File: src/rtl/bin2sseg_fmt.sv
// rtl/bin2sseg_fmt.sv - 27-bit binary to 8-digit active-low seven-segment formatter
module bin2sseg_fmt (
   input  logic             clk_i,
   input  logic             rstn_i,
   input  logic             valid_i,
   output logic             ready_o,
   input  logic [26:0]      bin_i,
   input  logic [7:0]       dp_i,
   input  logic             blank_lz_i,
   output logic [7:0][7:0]  data_o,
   output logic             done_o,
   output logic             ovf_o
);

   localparam logic [1:0] ST_IDLE = 2'd0;
   localparam logic [1:0] ST_CONV = 2'd1;
   localparam logic [1:0] ST_ENC  = 2'd2;

   localparam logic [26:0] MAX_VAL  = 27'd99_999_999;
   localparam logic [4:0]  LAST_IT  = 5'd26;
   localparam logic [7:0]  SEG_OFF  = 8'hFF;
   localparam logic [7:0]  SEG_DASH = 8'hBF;

   logic [1:0]      state;
   logic [26:0]     bin_sr;
   logic [31:0]     bcd;
   logic [4:0]      cnt;
   logic [7:0]      dp_q;
   logic            blank_q;
   logic            ovf_q;
   logic [31:0]     bcd_adj;
   logic [7:0][7:0] seg_next;

   // Active-low segment pattern for one BCD digit; non-decimal nibbles stay dark.
   function automatic logic [7:0] seg_code(input logic [3:0] d);
      case (d)
         4'd0:    seg_code = 8'hC0;
         4'd1:    seg_code = 8'hF9;
         4'd2:    seg_code = 8'hA4;
         4'd3:    seg_code = 8'hB0;
         4'd4:    seg_code = 8'h99;
         4'd5:    seg_code = 8'h92;
         4'd6:    seg_code = 8'h82;
         4'd7:    seg_code = 8'hF8;
         4'd8:    seg_code = 8'h80;
         4'd9:    seg_code = 8'h90;
         default: seg_code = SEG_OFF;
      endcase
   endfunction

   // Shift-add-3 correction: every nibble of 5 or more gets +3 before the shift.
   always_comb begin
      logic [3:0] nib;
      nib     = '0;
      bcd_adj = '0;
      for (int i = 0; i < 8; i++) begin
         nib = bcd[4*i +: 4];
         bcd_adj[4*i +: 4] = (nib >= 4'd5) ? nib + 4'd3 : nib;
      end
   end

   // Segment bytes from the finished BCD word: scan from the top digit so
   // leading zeros are known, then apply overflow dashes and decimal points.
   always_comb begin
      logic       seen;
      logic [3:0] dig;
      logic [7:0] b;
      seen     = 1'b0;
      dig      = '0;
      b        = SEG_OFF;
      seg_next = '1;
      for (int k = 7; k >= 0; k--) begin
         dig = bcd[4*k +: 4];
         if (dig != 4'd0) seen = 1'b1;
         b = seg_code(dig);
         if (blank_q && !seen && (k != 0)) b = SEG_OFF;
         if (ovf_q) b = SEG_DASH;
         if (dp_q[k]) b[7] = 1'b0;
         seg_next[k] = b;
      end
   end

   // Control FSM plus datapath registers; outputs are all flops.
   always_ff @(posedge clk_i or negedge rstn_i) begin
      if (!rstn_i) begin
         state   <= ST_IDLE;
         bin_sr  <= '0;
         bcd     <= '0;
         cnt     <= '0;
         dp_q    <= '0;
         blank_q <= 1'b0;
         ovf_q   <= 1'b0;
         ready_o <= 1'b1;
         done_o  <= 1'b0;
         ovf_o   <= 1'b0;
         data_o  <= '1;
      end else begin
         done_o <= 1'b0;
         case (state)
            ST_IDLE: begin
               if (valid_i) begin
                  bin_sr  <= bin_i;
                  bcd     <= '0;
                  cnt     <= '0;
                  dp_q    <= dp_i;
                  blank_q <= blank_lz_i;
                  ovf_q   <= (bin_i > MAX_VAL);
                  ready_o <= 1'b0;
                  state   <= ST_CONV;
               end
            end
            ST_CONV: begin
               bcd    <= {bcd_adj[30:0], bin_sr[26]};
               bin_sr <= {bin_sr[25:0], 1'b0};
               cnt    <= cnt + 5'd1;
               if (cnt == LAST_IT) state <= ST_ENC;
            end
            ST_ENC: begin
               data_o  <= seg_next;
               ovf_o   <= ovf_q;
               done_o  <= 1'b1;
               ready_o <= 1'b1;
               state   <= ST_IDLE;
            end
            default: begin
               ready_o <= 1'b1;
               state   <= ST_IDLE;
            end
         endcase
      end
   end

endmodule
File: config.mk
export PLATFORM = sky130hd
export DESIGN_NAME = bin2sseg_fmt
export DESIGN_NICKNAME = d
export VERILOG_FILES = /design/src/rtl/bin2sseg_fmt.sv
export SDC_FILE = /design/constraint.sdc
export NUM_CORES = 1
export LEC_CHECK = 0
export ABC_CLOCK_PERIOD_IN_PS = 1990
export CORE_MARGIN = 1.5
export CORE_UTILIZATION = 40
export CTS_CLUSTER_SIZE = 10
export DETAILED_ROUTE_END_ITERATION = 6
export DONT_BUFFER_PORTS = 1
export PLACE_DENSITY = 0.53
export SYNTH_ARGS = -nofsm -noshare
export SYNTH_HDL_FRONTEND = slang
export SYNTH_SLANG_ARGS = --single-unit
File: constraint.sdc
create_clock -name clk_i -period 1.99 [get_ports clk_i]
set_input_delay 0.199 -clock clk_i [delete_from_list [all_inputs] [get_ports clk_i]]
set_output_delay 0.199 -clock clk_i [all_outputs]
set_load 0.02 [all_outputs]
==> impl_metrics.json <==
{
  "status": "finished, violations left",
  "violations": "negative hold slack",
  "critPathRequiredTime_ps": 2330,
  "synth_top_area_cell": "dfrtp_1",
  "holdWs_ps": -509.2,
  "clock_sinks": 143,
  "power_w": 0.01568,
  "initial_core_util": 0.4065,
  "muxShareOfSynthArea": 0.01539,
  "max_slew.worst_pin.slew_ps": 602.4,
  "end_kind": "flop",
  "synth_top_area_share": 0.2475,
  "cts_tree": "done",
  "nets": 992,
  "drive_gt1_frac": 0.1776,
  "wl_per_cell_um": 16.49,
  "power_leakage_nw": 4.041,
  "timing_hold_violations_final": 143,
  "power_density_mw_per_mm2": 1662,
  "n_antenna_cell": 0,
  "setup_violations": 0,
  "clk_pin_slew_ps": 60,
  "drt_pass1_iterations": 5,
  "numPortBuffers": 0,
  "dp_hpwl_um": 13260,
  "overflow": 0,
  "drv_cap": 0,
  "coreArea_mm2": 0.01940,
  "path_class": "reg2reg",
  "track_usage": 0.1981,
  "routed_wl_um": 19510,
  "chipHeight_um": 143.4,
  "rsz0062_at_grt": "no",
  "vias": 6384,
  "synth.distinct_cells": 51,
  "die_w_um": 143.4,
  "synthArstFlopShare": 1.000,
  "grt_pass1_wl_um": 32040,
  "ir_worst_vdd_uv": 855.5,
  "drt_iter0_markers": 329,
  "hold_buffers": 39,
  "fmax_mhz": 532.1,
  "dieArea_mm2": 0.02056,
  "synth_top_family_by_area": "compound AO/OA/AOI/OAI gates",
  "grt_pass1_vias": 6306,
  "clock_latency_ps": 420,
  "setup_tns_ps": 0,
  "synth_compound_area_frac": 0.2317,
  "synth_flop_cell": "dfrtp_1",
  "cts_inserted_buffers": 17,
  "syn-num-nets": 938,
  "maxSlewViolCount": 0,
  "critPathLaunchType": "flop",
  "synthesis.area_mm2": 0.007885,
  "fin_crit_sh": 0.9444,
  "cts_buffer_depth": 2,
  "h-tree-depth": 4,
  "final_antenna_net_count": 0,
  "post-route-drc-count": 0,
  "synth-seq-cells": 143,
  "post-route-min-period_ps": 1879,
  "synthXorXnorAreaFrac": 0.01222,
  "synth_area_leaders": "dfrtp_1 25%, dfstp_2 22%, ha_1 7.6%, o21ai_0 6.0%, a21oi_1 5.4%",
  "place.gp.congestion": 0.8406,
  "clock-root-buffer": "clkbuf_16",
  "synth_edf_count": 0,
  "avgSynthCellArea_um2": 9.266,
  "area_growth_pct": 19.71,
  "io_pins": 106,
  "hp-class": "in2async",
  "yosys_warnings": 0,
  "grt_max_degree": 144,
  "fillers": 1823,
  "synth_cells": 851,
  "via_per_inst": 5.396,
  "ys_seq_area_frac": 0.4641,
  "max_slew_margin": 0.5941,
  "final_util": 0.4866,
  "synthAdderAreaFrac": 0.07617,
  "crit_arrival_ps": 2220,
  "synthSimpleGateAreaFrac": 0.1539,
  "placementRows": 51,
  "grt_antenna_before_repair": 0,
  "critPathMaxFanout": 7,
  "fin_worst_skew_ps": 8.663
}
cell usage in the layout (no fill, tap or decap), types with 2 or more instances in the layout:
cell type,instances
dlygate4sd3_1,39
a21oi_2,2
o22a_1,26
a21oi_1,84
inv_1,37
a211oi_1,6
dfstp_2,65
bufinv_16,3
nor2b_1,28
a211o_1,2
o21ai_0,95
nor2_1,71
mux2i_1,11
a22oi_1,25
a22o_1,12
nor3_1,5
o22ai_1,2
nor3b_1,8
o211ai_1,7
a31oi_1,11
xnor2_1,11
a21o_1,4
clkbuf_16,17
nand4_1,5
or2_1,2
inv_6,3
o21a_1,4
ha_1,48
nand3_1,11
dfrtp_1,78
and2_1,6
nor3b_2,3
buf_4,49
nor4bb_1,2
o21bai_1,2
clkinv_4,6
o31ai_1,3
nand2_1,81
nand2b_1,20
Yosys cell counts (all sizes together), types with 5 or more instances:
master  count
o21ai      95
a21oi      86
nand2      81
dfrtp      78
nor2       71
dfstp      65
ha         48
clkbuf     40
inv        38
nor2b      30
o22a       26
a22oi      25
nand2b     20
buf        14
a22o       12
nor3b      12
a31oi      11
mux2i      11
nand3      11
xnor2      11
o211ai      8
a211oi      6
and2        6
nand4       6
nor3        5
flip-flops by register name, summed over array words and instances, names as in the netlist:
| name | count |
|---|---|
| state | 2 |
| ovf_o | 1 |
| cnt | 5 |
| blank_q | 1 |
| data_o | 64 |
| done_o | 1 |
| bcd | 32 |
| bin_sr | 27 |
| ready_o | 1 |
| dp_q | 8 |
| ovf_q | 1 |
cells by family (layout without fill, tap and decap cells):
family	count (synthesis)	after routing
AO/OA/AOI/OAI	296	296
flip-flops	143	143
AND/OR/NAND/NOR	249	249
XOR/XNOR	11	11
buffers and inverters	92	159
adder cells (fa/ha/maj)	48	48
multiplexers	12	12
final cells by class:
cell class / count / area (um^2) / share of cell area
flip-flops and latches: 143 / 3660 / 0.3877
clock buffers: 18 / 439.2 / 0.04653
inverters: 38 / 142.6 / 0.01511
repair buffers: 89 / 778.2 / 0.08245
clock inverters: 14 / 181.4 / 0.01922
multi-input cells: 616 / 3906 / 0.4138
well taps: 265 / 331.6 / 0.03513
stage by stage:
step	instances	setup slack [ps]	cell area, um^2	hold slack [ps]
floorplan	851	178.5	7885	-96.59
global placement	1110	34.93	8379	-89.67
detailed placement	1110	4.596	8379	-88.10
CTS	1182	15.42	9398	-542.4
global route	1183	0.5715	9439	-541.7
finish	1183	110.7	9439	-509.2
worst paths after layout:
check	from	cells past startpoint	to	slack [ps]
worst max-delay path	bcd[5]	6	data_o[12]	110
worst min-delay path	rstn_i	0	bcd[19]	-510
worst max register to register	bcd[5]	6	data_o[12]	110
worst min register to register	dp_q[2]	1	data_o[23]	420
max in group asynchronous	rstn_i	0	data_o[56]	2230
min in group clk_i	valid_i	3	bin_sr[12]	20
power by group:
| group | internal, W | switching (W) |
|---|---|---|
| Combinational | 0.00296 | 0.00340 |
| Sequential | 0.00436 | 0.00166 |
| Clock | 0.00203 | 0.00128 |
| Total | 0.00935 | 0.00634 |
metal layers:
metal / vias to the layer above / wire, um / global-route usage / share of wire
li1: 3099 / - / - / -
met1: 3130 / 8775 / 0.2575 / 0.45
met2: 138 / 9381 / 0.3219 / 0.48
met3: 17 / 1084 / 0.05232 / 0.056
met4: 0 / 265 / 0.06230 / 0.014
met5: - / 0 / 0 / 0
worst max-delay path, cell delays in order (launching register included):
cell and delay (ps):
dfrtp_1 450, inv_1 150, ha_1 270, nor3b_1 240
nand3_1 130, o31a_1 400, a21oi_1 170
timing repair:
item | CTS | global route
buffers inserted | 1 | 1
pin swaps | 1 | 1
setup endpoints to repair | 4 | 16
gates resized for setup | 0 | 6
endpoints found under the hold margin | 179 | 143
Note: power is estimated with default switching activity, not from simulation.
